File: src/rtl/ripple_sampler.sv
// ripple_sampler
// ---------------------------------------------------------------------------
// Brings the output of a free-running 3-bit ripple counter into the clkr
// domain. Only values that have been seen unchanged for STABLE_N consecutive
// synchronized samples are accepted. Accepted values are turned into a wide
// running count, wraps of the 3-bit value are flagged, and each new running
// count is offered downstream on a valid/ready interface. If the consumer is
// busy, further updates are coalesced into a single pending reload.
//
// Optional feature: define RIPPLE_SAMPLER_OVF_EN to add the sticky `ovf`
// output, set when the running count carries out of EXT_W bits.
//
// Parameters:
//   EXT_W     width of the running count (>= 4)
//   STABLE_N  consecutive identical samples needed to accept a value (1..15)
//
// Ports:
//   clkr        sampling clock, rising edge
//   rst         asynchronous active-high reset
//   cnt_in      ripple counter value, [0:2], cnt_in[0] is the LSB
//   ext_count   running count
//   wrap_pulse  one-cycle pulse when the accepted 3-bit value wraps
//   out_valid   snapshot available
//   out_ready   consumer accepts snapshot
//   out_data    snapshot of ext_count
//   ovf         sticky overflow (only with RIPPLE_SAMPLER_OVF_EN)

module ripple_sampler #(
  parameter int EXT_W    = 8,
  parameter int STABLE_N = 2
) (
  input  logic             clkr,
  input  logic             rst,
  input  logic [0:2]       cnt_in,
  output logic [EXT_W-1:0] ext_count,
  output logic             wrap_pulse,
  output logic             out_valid,
  input  logic             out_ready,
  output logic [EXT_W-1:0] out_data
`ifdef RIPPLE_SAMPLER_OVF_EN
  ,
  output logic             ovf
`endif
);

  typedef enum logic [1:0] {
    INIT  = 2'd0,
    TRACK = 2'd1,
    HOLD  = 2'd2
  } state_t;

  // Run length saturates one above STABLE_N so the acceptance compare fires
  // exactly once per stable run.
  localparam logic [4:0] STABLE_C = 5'(STABLE_N);
  localparam logic [4:0] SAT_C    = 5'(STABLE_N + 1);

  logic [0:2]       sync1_r;
  logic [0:2]       sync2_r;
  logic [1:0]       vld_r;
  logic [2:0]       prev_sync_r;
  logic [4:0]       run_r;
  logic [4:0]       run_s;
  logic [2:0]       samp_s;
  logic             accept_s;
  logic [2:0]       delta_s;
  logic             xfer_s;

  state_t           state_r;
  state_t           state_s;
  logic [2:0]       prev_val_r;
  logic [2:0]       prev_val_s;
  logic [EXT_W-1:0] ext_count_r;
  logic [EXT_W-1:0] ext_count_s;
  logic             wrap_r;
  logic             wrap_s;
  logic             out_valid_r;
  logic             out_valid_s;
  logic [EXT_W-1:0] out_data_r;
  logic [EXT_W-1:0] out_data_s;
  logic             pending_r;
  logic             pending_s;

`ifdef RIPPLE_SAMPLER_OVF_EN
  logic [EXT_W:0]   sum_s;
  logic             ovf_r;
  logic             ovf_s;
`else
  logic [EXT_W-1:0] sum_s;
`endif

  // Reorder the synchronized [0:2] bus into an ordinary integer.
  assign samp_s  = {sync2_r[2], sync2_r[1], sync2_r[0]};
  assign delta_s = samp_s - prev_val_r;
  assign xfer_s  = out_valid_r && out_ready;

`ifdef RIPPLE_SAMPLER_OVF_EN
  assign sum_s = {1'b0, ext_count_r} + {{(EXT_W-2){1'b0}}, delta_s};
`else
  assign sum_s = ext_count_r + {{(EXT_W-3){1'b0}}, delta_s};
`endif

  // Two-flop synchronizer plus a valid pipe so reset zeros are never counted as samples.
  always_ff @(posedge clkr or posedge rst) begin
    if (rst) begin
      sync1_r     <= 3'b000;
      sync2_r     <= 3'b000;
      vld_r       <= 2'b00;
      prev_sync_r <= 3'd0;
      run_r       <= 5'd0;
    end else begin
      sync1_r     <= cnt_in;
      sync2_r     <= sync1_r;
      vld_r       <= {vld_r[0], 1'b1};
      prev_sync_r <= samp_s;
      run_r       <= run_s;
    end
  end

  // Run length of the current synchronized value, counting this cycle's sample.
  always_comb begin
    run_s = 5'd0;
    if (!vld_r[1]) begin
      run_s = 5'd0;
    end else if ((run_r != 5'd0) && (samp_s == prev_sync_r)) begin
      if (run_r >= SAT_C) begin
        run_s = SAT_C;
      end else begin
        run_s = run_r + 5'd1;
      end
    end else begin
      run_s = 5'd1;
    end
  end

  // Once a baseline exists, a stable run only counts if it differs from it,
  // so a glitch away and back never yields a zero delta.
  assign accept_s = (run_s == STABLE_C) &&
                    ((state_r == INIT) || (samp_s != prev_val_r));

  // FSM and datapath state registers.
  always_ff @(posedge clkr or posedge rst) begin
    if (rst) begin
      state_r     <= INIT;
      prev_val_r  <= 3'd0;
      ext_count_r <= '0;
      wrap_r      <= 1'b0;
      out_valid_r <= 1'b0;
      out_data_r  <= '0;
      pending_r   <= 1'b0;
`ifdef RIPPLE_SAMPLER_OVF_EN
      ovf_r       <= 1'b0;
`endif
    end else begin
      state_r     <= state_s;
      prev_val_r  <= prev_val_s;
      ext_count_r <= ext_count_s;
      wrap_r      <= wrap_s;
      out_valid_r <= out_valid_s;
      out_data_r  <= out_data_s;
      pending_r   <= pending_s;
`ifdef RIPPLE_SAMPLER_OVF_EN
      ovf_r       <= ovf_s;
`endif
    end
  end

  // Next-state: accumulation runs in TRACK and HOLD; the case handles the handshake.
  always_comb begin
    state_s     = state_r;
    prev_val_s  = prev_val_r;
    ext_count_s = ext_count_r;
    wrap_s      = 1'b0;
    out_valid_s = out_valid_r;
    out_data_s  = out_data_r;
    pending_s   = pending_r;
`ifdef RIPPLE_SAMPLER_OVF_EN
    ovf_s       = ovf_r;
`endif

    if (accept_s && (state_r != INIT)) begin
      ext_count_s = sum_s[EXT_W-1:0];
      prev_val_s  = samp_s;
      wrap_s      = (samp_s < prev_val_r);
`ifdef RIPPLE_SAMPLER_OVF_EN
      ovf_s       = ovf_r | sum_s[EXT_W];
`endif
    end else begin
      wrap_s = 1'b0;
    end

    case (state_r)
      INIT: begin
        out_valid_s = 1'b0;
        pending_s   = 1'b0;
        if (accept_s) begin
          prev_val_s = samp_s;
          state_s    = TRACK;
        end else begin
          state_s = INIT;
        end
      end
      TRACK: begin
        pending_s = 1'b0;
        if (accept_s) begin
          out_data_s  = ext_count_s;
          out_valid_s = 1'b1;
          state_s     = HOLD;
        end else begin
          out_valid_s = 1'b0;
          state_s     = TRACK;
        end
      end
      HOLD: begin
        out_valid_s = 1'b1;
        if (xfer_s) begin
          // Old snapshot leaves this edge; any newer value (pending or
          // arriving right now) is loaded in its place, coalesced.
          if (pending_r || accept_s) begin
            out_data_s = ext_count_s;
            pending_s  = 1'b0;
            state_s    = HOLD;
          end else begin
            out_valid_s = 1'b0;
            pending_s   = 1'b0;
            state_s     = TRACK;
          end
        end else begin
          if (accept_s) begin
            pending_s = 1'b1;
          end else begin
            pending_s = pending_r;
          end
        end
      end
      default: begin
        state_s     = INIT;
        out_valid_s = 1'b0;
        pending_s   = 1'b0;
      end
    endcase
  end

  assign ext_count  = ext_count_r;
  assign wrap_pulse = wrap_r;
  assign out_valid  = out_valid_r;
  assign out_data   = out_data_r;
`ifdef RIPPLE_SAMPLER_OVF_EN
  assign ovf        = ovf_r;
`endif

endmodule
File: config.mk
export PLATFORM = sky130hd
export DESIGN_NAME = ripple_sampler
export DESIGN_NICKNAME = d
export VERILOG_FILES = /design/src/rtl/ripple_sampler.sv
export SDC_FILE = /design/constraint.sdc
export NUM_CORES = 1
export LEC_CHECK = 0
export CORE_MARGIN = 2
export CORE_UTILIZATION = 49
export DETAILED_ROUTE_END_ITERATION = 8
export PLACE_DENSITY = 0.75
export SLEW_MARGIN = 20
export SYNTH_ARGS = -nofsm -noshare
export SYNTH_HDL_FRONTEND = slang
export SYNTH_SLANG_ARGS = --single-unit
File: constraint.sdc
create_clock -name clkr -period 2.5 [get_ports clkr]
set_clock_uncertainty 0.05 [all_clocks]
set_input_delay 0.5 -clock clkr [delete_from_list [all_inputs] [get_ports clkr]]
set_output_delay 0.5 -clock clkr [all_outputs]
set_load 0.03 [all_outputs]
==> results of run 1 <==
-- layer usage --
metal  GRT usage, %  vias to the layer above  part of all wire [%]
li1               -                      616                     -
met1           24.6                      671                    44
met2           32.3                       33                    51
met3           4.60                        9                   3.5
met4           9.18                        0                   2.2
met5              0                        -                     0
-- synth_stat cells (all sizes together), types with 2 or more instances --
library cell | n | share of area (%)
conb | 2 | 0.39
ha | 12 | 7.9
nand4 | 2 | 0.66
nor4 | 5 | 3.4
nor2b | 4 | 1.3
a2bb2oi | 2 | 0.92
nand3 | 5 | 1.3
mux2 | 12 | 7.1
fa | 2 | 2.1
o21a | 2 | 0.79
inv | 12 | 2.4
nand2 | 10 | 2.0
buf | 2 | 0.85
o21ai | 5 | 1.9
dfrtp | 40 | 53
a21oi | 6 | 1.6
nor3b | 2 | 1.1
nor3 | 4 | 1.3
xnor2 | 2 | 0.92
xor2 | 8 | 3.7
-- worst paths after layout --
path	endpoint	slack, ps	depth (start not counted)
min in group asynchronous	run_r[1]$_DFF_PP0_	500	2
min	sync2_r[0]$_DFF_PP0_	300	0
max in group asynchronous	ext_count[5]$_DFF_PP0_	1310	3
max	out_data[3]$_DFFE_PP0P_	-5	10
max reg2reg	out_data[3]$_DFFE_PP0P_	-5	10
min reg2reg	sync2_r[0]$_DFF_PP0_	300	0
-- through the flow --
step	setup WS (ps)	setup TNS (ps)	hold WS, ps	instances	power, mW
detailed placement	-95.4	-325	285	234	0.882
CTS	15.7	0	297	244	1.31
finish	-4.58	-4.58	295	247	1.31
floorplan	24.7	0	281	156	0.816
global placement	-7.04	-7.04	285	234	0.870
global route	-74.1	-262	297	247	1.38
-- power groups by stage --
stage	Combinational [mW]	Sequential (mW)	Clock, mW
floorplan	0.118	0.699	0
global placement	0.172	0.698	0
detailed placement	0.182	0.700	0
CTS	0.190	0.688	0.436
global route	0.224	0.690	0.468
finish	0.201	0.688	0.426
-- registers in the layout, summed over array words and instances (netlist names) --
| register | cells |
|---|---|
| out_valid | 1 |
| pending_r | 1 |
| sync2_r | 3 |
| out_data | 8 |
| state_r | 2 |
| prev_val_r | 3 |
| sync1_r | 3 |
| ext_count | 8 |
| vld_r | 2 |
| run_r | 5 |
| prev_sync_r | 3 |
| wrap_pulse | 1 |
-- kinds of logic after synthesis --
family | Yosys count
flops | 40
simple gates | 40
compound gates | 22
fa+ha+maj | 14
buf+inv | 14
mux | 12
xor+xnor | 10
other cells | 2
-- worst max-delay path, stage by stage, from the launching register on --
cell and delay (ps):
dfrtp_1 370, inv_2 40, ha_2 180, fa_2 530, inv_2 50, ha_4 270, a21oi_4 70, nor2b_1 170
o2111ai_2 130, xnor2_1 190, mux2_1 330
-- layout make-up --
class | count | area (um2) | area share, %
well taps | 48 | 60.1 | 2.41
repair buffers | 37 | 348 | 14.0
inverters | 12 | 45.0 | 1.81
flip-flops and latches | 40 | 1000 | 40.2
clock buffers | 8 | 90.1 | 3.61
multi-input cells | 102 | 948 | 38.1
-- what timing repair did --
action	CTS	global route
pin swaps	7	3
hold endpoints to repair	0	0
gates resized for setup	6	13
setup buffers	2	3
endpoints found under the setup margin	5	8
==> results.cfg, run 1 <==
[clock_tree]
cts_made_buffers = 5
clkSinkCount = 40
cts_hold_buf = 0
cts_root_buffer = clkbuf_8
clk_pin_slew_ps = 70
clockBufferDepth = 2
insertion_delay_ps = 290
h-tree-depth = 2
cts_tree = done

[power_and_ir_drop]
p_sw_uw = 332
pwr-share-seq_pct = 52.3
p_clk_share_pct = 32.4
internal_power_uw = 983
p_per_area_nw_per_um2 = 528
ir_drop_uv = 439
switching_share_pct = 25.2
comb_power_share_pct = 15.3
p_leak_nw = 1.16

[layout]
antenna_cells = 0
syn2layout_area_growth_pct = 31.0
final_util_pct = 67.6
nFillCells = 268
layout_commonest_cell = dfrtp_1
drive_above_1_share_pct = 24.1
final_nets = 218
final_cell_mix = 40 x dfrtp_1, 23 x clkdlybuf4s50_1, 13 x buf_4
final_area_um2 = 2490

[routing]
vias_per_cell = 5.38
drc = 0
detail_route.first_pass.iterations = 4
vias = 1329
routed_wl_um = 3790
drt_iter0_markers = 59
post_drt_wl_per_cell_um = 15.3
drtAntennaViolNets = 0

[placement]
place.port_buffers = 23
routabilityCongestion = 0.758
dpl.hpwl_um = 2730
placed_area_um2 = 2260

[timing]
finalSetupViolCount = 1
slew_headroom_pct = 65.9
worstMarginPinSlew_ps = 510
slew_viol_final = 0
rsz0062_at_grt = yes
hold_viol = 0
min_period_over_period_pct = 100
fmax_mhz = 399
post-route-min-period_ps = 2500
setup_ws_ps = -4.58

[critical_path]
cp.required_ps = 2610
end_kind = flop
r2r_start = sync2_r[0]$_DFF_PP0_
cp-start-kind = flop
worst_ep_arrival_time_ps = 2620
criticalPathCategory = flop to flop
cp_max_fo = 2
crit_path_start = sync2_r[0]$_DFF_PP0_

[status]
run_status = complete, but fails checks
violations = negative setup slack

[grt]
grt_pass1_vias = 1366
antenna_found_initial = 0
track_usage_pct = 19.7
grt_pass1_wl_um = 6320
grt_remaining_overflow = 0
grt_start_max_net_pins = 16

[worst_hold_path]
holdCritStartpoint = sync1_r[0]$_DFF_PP0_
hp-class = flop to flop

[synthesis]
synth.area.mux_share_pct = 7.10
synthAdderAreaFrac_pct = 9.99
yosys.area_share.simple_pct = 14.0
synth_xor_xnor_area_share_pct = 4.60
synthCells = 154
yosysSeqAreaShare_pct = 52.6
synth_top_family_by_area = simple AND/OR/NAND/NOR gates
ys.flop_type = dfrtp_1
mappedNetlistArea_um2 = 1900
yosysUniqueCellTypes = 43
synth_compound_area_share_pct = 8.09
synth_area_per_cell_um2 = 12.4
synth-edff-count = 0
synth-warning-count = 0
ys_ff_latch = 40
synthArstFlopShare_pct = 100

[job]
drv_cap = 0

[floorplanning]
rows = 22
initial_core_util_pct = 51.6
die-area_um2 = 4400
ios = 24
core-area_um2 = 3690
dieHeight_um = 66.3
die_x_um = 66.3
Note: power is estimated with default switching activity, not from simulation.
==> run 2, diff against run 1 <==
--- a/config.mk
+++ b/config.mk
@@ -5,6 +5,7 @@
 export SDC_FILE = /design/constraint.sdc
 export NUM_CORES = 1
 export LEC_CHECK = 0
+export CAP_MARGIN = 20
 export CORE_MARGIN = 2
 export CORE_UTILIZATION = 49
 export DETAILED_ROUTE_END_ITERATION = 8
==> results of run 2 <==
The final DEF is identical to that of run 1; final timing and power are the same.
